## src/rtl/conv_window_gen_if.sv

```systemverilog
// Stream interface for conv_window_gen: pixel input handshake and window
// output handshake. The WIN_POS_EN macro adds the window-position fields
// (and the image-size parameters they need).
interface conv_window_gen_if #(
    parameter int IN_DATA_WIDTH = 9,
    parameter int K_H           = 3,
    parameter int K_W           = 3
`ifdef WIN_POS_EN
    ,
    parameter int IMG_W         = 16,
    parameter int IMG_H         = 16
`endif
);
    logic [IN_DATA_WIDTH-1:0]         in_pixel;
    logic                             in_valid;
    logic                             in_ready;
    logic [K_H*K_W*IN_DATA_WIDTH-1:0] win_out;
    logic                             win_valid;
    logic                             win_ready;
`ifdef WIN_POS_EN
    logic [$clog2(IMG_H)-1:0]         win_row;
    logic [$clog2(IMG_W)-1:0]         win_col;

    modport master (
        output in_pixel, in_valid, win_ready,
        input  in_ready, win_out, win_valid, win_row, win_col
    );
    modport slave (
        input  in_pixel, in_valid, win_ready,
        output in_ready, win_out, win_valid, win_row, win_col
    );
`else
    modport master (
        output in_pixel, in_valid, win_ready,
        input  in_ready, win_out, win_valid
    );
    modport slave (
        input  in_pixel, in_valid, win_ready,
        output in_ready, win_out, win_valid
    );
`endif
endinterface

```

## src/rtl/conv_window_gen.sv

```systemverilog
// Sliding-window generator: buffers K_H-1 image rows and emits every fully
// populated K_H x K_W window (stride 1, no padding) as one registered bus
// with a valid/ready handshake. Element [r][c] of win_out sits at bit
// (r*K_W+c)*IN_DATA_WIDTH; r=0 is the oldest row, c=0 the leftmost column.
// Optional macro WIN_POS_EN adds the registered top-left coordinate of
// each window (win_row / win_col on the interface).
module conv_window_gen #(
    parameter int IN_DATA_WIDTH = 9,
    parameter int IMG_W         = 16,
    parameter int IMG_H         = 16,
    parameter int K_H           = 3,
    parameter int K_W           = 3
) (
    input  logic               clk,
    input  logic               rst,
    input  logic               start,
    output logic               busy,
    output logic               done,
    conv_window_gen_if.slave   bus
);
    localparam int ROW_W = $clog2(IMG_H);
    localparam int COL_W = $clog2(IMG_W);
    localparam int WIN_W = K_H * K_W * IN_DATA_WIDTH;

    localparam logic [ROW_W-1:0] ROW_LAST      = ROW_W'(IMG_H - 1);
    localparam logic [COL_W-1:0] COL_LAST      = COL_W'(IMG_W - 1);
    localparam logic [ROW_W-1:0] ROW_FIRST_WIN = ROW_W'(K_H - 1);
    localparam logic [COL_W-1:0] COL_FIRST_WIN = COL_W'(K_W - 1);

    typedef enum logic [1:0] {IDLE, RUN, FLUSH, DONE} state_t;

    state_t                   state;
    state_t                   state_nxt;
    logic [ROW_W-1:0]         row;
    logic [COL_W-1:0]         col;
    logic                     accept;
    logic                     last_pixel;
    logic                     win_fire;
    logic                     win_take;

    // line_buf[0] holds the oldest stored row, line_buf[K_H-2] the newest.
    logic [IN_DATA_WIDTH-1:0] line_buf [K_H-1][IMG_W];
    logic [IN_DATA_WIDTH-1:0] win_sr   [K_H][K_W];
    logic [IN_DATA_WIDTH-1:0] win_nxt  [K_H][K_W];
    logic [IN_DATA_WIDTH-1:0] column   [K_H];
    logic [WIN_W-1:0]         win_flat;

    assign accept     = bus.in_valid && bus.in_ready;
    assign win_take   = bus.win_valid && bus.win_ready;
    assign last_pixel = (row == ROW_LAST) && (col == COL_LAST);
    assign win_fire   = accept && (row >= ROW_FIRST_WIN) && (col >= COL_FIRST_WIN);

    // State register.
    // NOTE: sequential state uses non-blocking assignments so every register
    // samples pre-edge values regardless of block evaluation order.
    always_ff @(posedge clk or posedge rst) begin
        if (rst) state <= IDLE;
        else     state <= state_nxt;
    end

    // Next-state logic.
    // NOTE: each combinational output gets a default first so no path leaves
    // it unassigned, which would otherwise infer a latch.
    always_comb begin
        state_nxt = state;
        unique case (state)
            IDLE:    if (start) state_nxt = RUN;
            RUN:     if (accept && last_pixel) state_nxt = FLUSH;
            FLUSH:   if (!bus.win_valid) state_nxt = DONE;
            DONE:    state_nxt = IDLE;
            default: state_nxt = IDLE;
        endcase
    end

    // FSM outputs; input is stalled whenever an unconsumed window is held.
    always_comb begin
        busy         = (state == RUN) || (state == FLUSH);
        done         = (state == DONE);
        bus.in_ready = (state == RUN) && (!bus.win_valid || bus.win_ready);
    end

    // Raster position of the next pixel to be accepted.
    always_ff @(posedge clk or posedge rst) begin
        if (rst) begin
            row <= '0;
            col <= '0;
        end else if (state == IDLE && start) begin
            row <= '0;
            col <= '0;
        end else if (accept) begin
            if (col == COL_LAST) begin
                col <= '0;
                row <= (row == ROW_LAST) ? '0 : row + 1'b1;
            end else begin
                col <= col + 1'b1;
            end
        end
    end

    // Vertical column ending at the incoming pixel: stored rows plus the new one.
    always_comb begin
        for (int k = 0; k < K_H - 1; k++) column[k] = line_buf[k][col];
        column[K_H-1] = bus.in_pixel;
    end

    // Window after shifting in the new column on the right.
    always_comb begin
        for (int r = 0; r < K_H; r++) begin
            for (int c = 0; c < K_W - 1; c++) win_nxt[r][c] = win_sr[r][c+1];
            win_nxt[r][K_W-1] = column[r];
        end
    end

    // Flatten the next window into the output bus layout.
    always_comb begin
        win_flat = '0;
        for (int r = 0; r < K_H; r++)
            for (int c = 0; c < K_W; c++)
                win_flat[(r*K_W+c)*IN_DATA_WIDTH +: IN_DATA_WIDTH] = win_nxt[r][c];
    end

    // Line buffers and window shift register advance on every accepted pixel.
    // NOTE: storage arrays carry no reset; stale contents are always
    // overwritten before a window can expose them, and leaving them
    // unreset lets them map onto RAM.
    always_ff @(posedge clk) begin
        if (accept) begin
            for (int k = 0; k < K_H - 2; k++) line_buf[k][col] <= line_buf[k+1][col];
            line_buf[K_H-2][col] <= bus.in_pixel;
            win_sr <= win_nxt;
        end
    end

    // Output window register: load on a complete window, clear on consume.
    always_ff @(posedge clk or posedge rst) begin
        if (rst) begin
            bus.win_out   <= '0;
            bus.win_valid <= 1'b0;
`ifdef WIN_POS_EN
            bus.win_row   <= '0;
            bus.win_col   <= '0;
`endif
        end else if (win_fire) begin
            bus.win_out   <= win_flat;
            bus.win_valid <= 1'b1;
`ifdef WIN_POS_EN
            bus.win_row   <= row - ROW_FIRST_WIN;
            bus.win_col   <= col - COL_FIRST_WIN;
`endif
        end else if (win_take) begin
            bus.win_valid <= 1'b0;
        end
    end

endmodule

```

## src/flat_wrapper.sv

```systemverilog
// flat-port wrapper written by rule: the top's interface ports become plain ports
module conv_window_gen_flat 
#(
    parameter int IN_DATA_WIDTH = 9,
    parameter int IMG_W         = 16,
    parameter int IMG_H         = 16,
    parameter int K_H           = 3,
    parameter int K_W           = 3
)
  (clk, rst, start, busy, done, bus_in_pixel, bus_in_valid, bus_win_ready, bus_in_ready, bus_win_out, bus_win_valid);
  conv_window_gen_if #(.IN_DATA_WIDTH(IN_DATA_WIDTH), .K_H(K_H), .K_W(K_W)) bus_i ();
  input  logic clk;
  input  logic rst;
  input  logic start;
  output logic busy;
  output logic done;
  input wire logic [$bits(bus_i.in_pixel)-1:0] bus_in_pixel;
  input wire logic [$bits(bus_i.in_valid)-1:0] bus_in_valid;
  input wire logic [$bits(bus_i.win_ready)-1:0] bus_win_ready;
  output wire logic [$bits(bus_i.in_ready)-1:0] bus_in_ready;
  output wire logic [$bits(bus_i.win_out)-1:0] bus_win_out;
  output wire logic [$bits(bus_i.win_valid)-1:0] bus_win_valid;
  assign bus_i.in_pixel = bus_in_pixel;
  assign bus_i.in_valid = bus_in_valid;
  assign bus_i.win_ready = bus_win_ready;
  assign bus_in_ready = bus_i.in_ready;
  assign bus_win_out = bus_i.win_out;
  assign bus_win_valid = bus_i.win_valid;
  conv_window_gen #(.IN_DATA_WIDTH(IN_DATA_WIDTH), .IMG_W(IMG_W), .IMG_H(IMG_H), .K_H(K_H), .K_W(K_W)) u_core (.clk(clk), .rst(rst), .start(start), .busy(busy), .done(done), .bus(bus_i));
endmodule
```

## config.mk

```make
export PLATFORM = sky130hd
export DESIGN_NAME = conv_window_gen_flat
export DESIGN_NICKNAME = d
export VERILOG_FILES = /design/src/rtl/conv_window_gen_if.sv /design/src/rtl/conv_window_gen.sv /design/src/flat_wrapper.sv
export SDC_FILE = /design/constraint.sdc
export NUM_CORES = 1
export LEC_CHECK = 0
export ABC_AREA = 1
export CAP_MARGIN = 20
export CORE_UTILIZATION = 60
export DETAILED_ROUTE_END_ITERATION = 7
export GPL_TIMING_DRIVEN = 0
export HOLD_SLACK_MARGIN = 0.12
export PLACE_DENSITY_LB_ADDON = 0.25
export SKIP_CTS_REPAIR_TIMING = 1
export SLEW_MARGIN = 20
export SYNTH_ARGS = -nofsm -noshare
export SYNTH_HDL_FRONTEND = slang
export SYNTH_SLANG_ARGS = --single-unit
export TNS_END_PERCENT = 100
```

## constraint.sdc

```tcl
create_clock -name clk -period 3.9 [get_ports clk]
set_clock_uncertainty 0.15 [all_clocks]
set_input_delay 0.78 -clock clk [delete_from_list [all_inputs] [get_ports clk]]
set_output_delay 0.78 -clock clk [all_outputs]
set_load 0.01 [all_outputs]
```

==> Word level (Yosys, flattened, before mapping) <==
Memories as Yosys holds them, arrays and structs flattened.
Index checks and enable logic that the tools add are counted.
{ "classes": {"n_bitwise": 1, "n_reduce_logical": 18, "n_eq_ne": 8, "mux": 23, "addsub": 2, "n_lt_le_gt_ge": 4} }
{ "op_table": {"columns": ["operator", "count"], "rows": [
  ["144-bit 2-to-1 mux", 1],
  ["9-bit binary-select mux with 4-bit select", 2],
  ["9-bit 2-to-1 mux", 5],
  ["9-bit demux with 4-bit select", 1],
  ["4-bit 2-to-1 mux", 7],
  ["1-bit logical AND", 9],
  ["4-bit by 1-bit adder with 4-bit output, second input constant", 2],
  ["4-bit == test, second input constant", 2],
  ["4-bit by 2-bit greater-or-equal comparator with 1-bit output, second input constant", 2],
  ["2-bit case mux with 4 select lines", 1],
  ["2-bit 2-to-1 mux", 3],
  ["2-bit nonzero test", 3],
  ["5-bit greater-or-equal comparator, second input constant", 1],
  ["5-bit by 1-bit < comparator with 1-bit output, second input constant", 1],
  ["4-bit NOT with 5-bit output", 1],
  ["2-bit == test, second input constant", 2],
  ["2-bit inequality test, second input constant", 2],
  ["1-bit 2-to-1 mux", 3],
  ["3-bit AND reduction", 1],
  ["2-bit by 1-bit == test with 1-bit output, second input constant", 1],
  ["2-bit logical NOT", 1],
  ["1-bit logical OR", 2],
  ["2-bit by 1-bit inequality test with 1-bit output, second input constant", 1],
  ["2-bit AND reduction", 1],
  ["1-bit logical NOT", 1]
]} }
{ "word_totals": {"reg_bits": 146, "ramBits": 288, "memories": 1, "output_inout_bits": 85} }
{ "mem_list": {"columns": ["memory", "depth", "word_bits", "rd", "rd_clocked_by_memory_dff", "write_ports", "line", "rtl"], "rows": [
  ["u_core.line_buf", 2, 144, 2, 0, 2, "conv_window_gen.sv:42", "logic [IN_DATA_WIDTH-1:0] line_buf [K_H-1][IMG_W];"]
]} }

==> Logic depth before layout (Yosys ltp) <==
{ "depth": {"word_depth": 7, "depth_mapped": 12, "mapped_depth_nobuf": 9} }

==> Worst setup path before layout <==
Ideal clock, no wire load.
{ "synth_timing": {"kind": "input to register", "from": "input port bus_win_ready", "to": "memory u_core.line_buf[0][108] in the netlist's numbering (enable)", "path_slack_ns": 0.385, "required_time_ns": 3.357, "stages": 6, "t_arrival_ns": 2.973, "path_cell_list": "inv_1 > nand2_1 > nand3_2 > clkinv_1 > nand2_1 > nor2_1"} }
{ "synth_lines": {"columns": ["element", "line", "rtl"], "rows": [
  ["from (decl)", "flat_wrapper.sv:19", "input wire logic [$bits(bus_i.win_ready)-1:0] bus_win_ready;"],
  ["to (decl)", "conv_window_gen.sv:42", null]
]} }

==> flow_summary.json <==
{
  "status": "finished clean",
  "cp-end-kind": "flop",
  "avgSynthCellArea_um2": 10.3,
  "cp.arrival_ns": 3.26,
  "synthXorXnorAreaFrac_pct": 0.0974,
  "ant_nets": 0,
  "drcViolationCount": 0,
  "viasPerCell": 5.34,
  "drv_slew": 0,
  "synth-simple-area-share_pct": 20.8,
  "grt_util_all_layers_pct": 29.0,
  "drive_above_1_share_pct": 8.68,
  "synth_compound_area_share_pct": 0.848,
  "syn-cell-area_um2": 18000,
  "dr.pass1.iters": 6,
  "p_leak_uw": 0.00958,
  "ios": 99,
  "path_max_fanout": 30,
  "tightest_slew_ns": 1.07,
  "yosysSeqAreaShare_pct": 69.9,
  "antenna_found_initial": 0,
  "regArea_um2": 12600,
  "fmax_mhz": 317,
  "die_width_um": 175,
  "grt_pass1_vias": 12500,
  "power_uw": 15000,
  "period_needed_ns": 3.16,
  "drv_cap": 0,
  "fin_crit_sh_pct": 81.0,
  "n_fill_cell": 2054,
  "synth-seq-cells": 434,
  "cts_buffers": 43,
  "port_buffers": 98,
  "synth_cells": 1752,
  "p_per_area_nw_per_um2": 709,
  "grt_max_degree": 65,
  "h-tree-depth": 2,
  "synthAdderAreaFrac_pct": 0.695,
  "core_area_um2": 29600,
  "synth_top_family_by_area": "simple AND/OR/NAND/NOR gates",
  "setup_viol": 0,
  "grt_pass1_wl_um": 66700,
  "multi_input_area_um2": 4080,
  "synthMuxAreaShare_pct": 0,
  "dieArea_um2": 30700,
  "hpwl_um": 29500,
  "yosysWarnings": 0,
  "die-height_um": 175,
  "cts_tree": "done",
  "numClockSinks": 434,
  "start_kind": "input pin",
  "final_common_cell": "nand2_1",
  "rsz0062_at_grt": "no",
  "crit_type": "in -> reg",
  "routabilityCongestion": 0.936,
  "wl_um": 42800,
  "synth.distinct_cells": 27,
  "worstPathRequired_ns": 4.00,
  "areaGrowthSynthToFinish_pct": 17.4,
  "final_cell_mix": "nand2_1 (747), edfxtp_1 (342), inv_1 (272), nand3_1 (132), clkdlybuf4s50_1 (98)",
  "start_util_pct": 60.9,
  "timing_hold_violations_final": 0,
  "worstSkewPairLatency_ns": 0.55,
  "clk_path_buf_depth": 3,
  "path_clk_slew_ns": 0.06,
  "diodes": 0,
  "slew_headroom_pct": 28.7,
  "fin_nets": 1936,
  "overflow": 0,
  "ir_worst_vdd_uv": 433,
  "vias": 12500,
  "hold_slack_ns": 0.294,
  "root_buffer": "clkbuf_16",
  "row_count": 63,
  "finalSetupTns_ns": 0,
  "syn-num-nets": 1776,
  "drt_iter0_markers": 1244,
  "worstHoldPathType": "reg -> reg",
  "drt-wirelength-per-cell_um": 18.3
}
[stage by stage]
| stage | worst slack, ns | instance area, um^2 | std cells | utilization, % |
|---|---|---|---|---|
| 6_report | 0.742 | 21100 | 2337 | 71.4 |
| 5_1_grt | 0.650 | 21100 | 2337 | 71.4 |
| 4_1_cts | 0.796 | 21100 | 2337 | 71.4 |
| 3_5_place_dp | 0.259 | 19800 | 2257 | 66.8 |
| 3_3_place_gp | -1.25 | 19500 | 2240 | 65.8 |
| 2_1_floorplan | 0.385 | 18000 | 1752 | - |
[state kept, by name, indices dropped and copies added, names as in the netlist]
signal                cells
u_core.bus.win_out       81
u_core.bus.win_valid      1
u_core.col                4
u_core.line_buf         288
u_core.row                4
u_core.state              2
u_core.win_flat          54
[worst paths after layout]
| check | slack (ns) | cells past startpoint | startpoint | end |
|---|---|---|---|---|
| hold / removal | 0.29 | 2 | u_core.win_flat[4]$_DFFE_PP_ | u_core.bus.win_out[4]$_DFFE_PP0P_ |
| setup / recovery | 0.74 | 8 | bus_win_ready | u_core.line_buf[0][200]$_DFFE_PP_ |
| hold reg to reg | 0.29 | 2 | u_core.win_flat[4]$_DFFE_PP_ | u_core.bus.win_out[4]$_DFFE_PP0P_ |
| max in group asynchronous | 2.53 | 3 | rst | u_core.bus.win_out[52]$_DFFE_PP0P_ |
| setup reg to reg | 0.80 | 11 | u_core.col[0]$_DFFE_PP0P_ | u_core.bus.win_out[50]$_DFFE_PP0P_ |
| min in group asynchronous | 0.46 | 2 | rst | u_core.bus.win_out[26]$_DFFE_PP0P_ |
[final cells by class]
| type | count | share of cell area (%) |
|---|---|---|
| Sequential cell | 434 | 59.5 |
| Inverter | 276 | 4.94 |
| Timing Repair Buffer | 115 | 5.85 |
| Clock inverter | 13 | 0.367 |
| Multi-Input combinational cell | 973 | 19.3 |
| Clock buffer | 67 | 6.06 |
| Tap cell | 390 | 2.31 |
| Buffer | 69 | 1.61 |
[kinds of logic after synthesis]
| group | count (synthesis) |
|---|---|
| AND/OR/NAND/NOR | 932 |
| XOR/XNOR | 2 |
| flip-flops | 434 |
| AO/OA/AOI/OAI | 29 |
| adder cells (fa/ha/maj) | 10 |
| buffers and inverters | 345 |
[routing by layer]
metal / up-vias / GRT usage [%] / wire [um]
met5: - / 0 / 0
met4: 0 / 12.8 / 1830
met3: 154 / 5.33 / 3980
met2: 639 / 47.3 / 20400
met1: 5829 / 38.3 / 16600
li1: 5868 / - / -
[power by group]
part           switching [uW]  total (uW)  internal, uW
registers                 351        6510          6160
clock network            1670        3930          2260
logic                    2960        4540          1580
[Yosys cell counts (all sizes together)]
cell / n / area, um^2
buf: 63 / 318
edfxtp: 342 / 10300
a31oi: 1 / 6.26
dfrtp: 92 / 2300
nor3: 5 / 25.0
a22oi: 1 / 7.51
ha: 10 / 125
a21oi: 2 / 10.0
nand3: 133 / 671
nor2: 26 / 118
inv: 274 / 1030
clkinv: 2 / 8.75
o22ai: 1 / 6.26
o21ai: 23 / 115
nand4: 19 / 119
nand2: 749 / 2820
o31ai: 1 / 7.51
clkbuf: 6 / 22.5
xor2: 2 / 17.5
[worst max-delay path, cell delays in order]
cell	delay, ns
clkdlybuf4s50_1	0.48
inv_1	0.04
nand2_1	0.08
nand3_2	0.23
clkinv_2	0.47
nand2_1	0.32
nor2_2	0.59
buf_8	0.24
(Power assumes the default switching activity.)
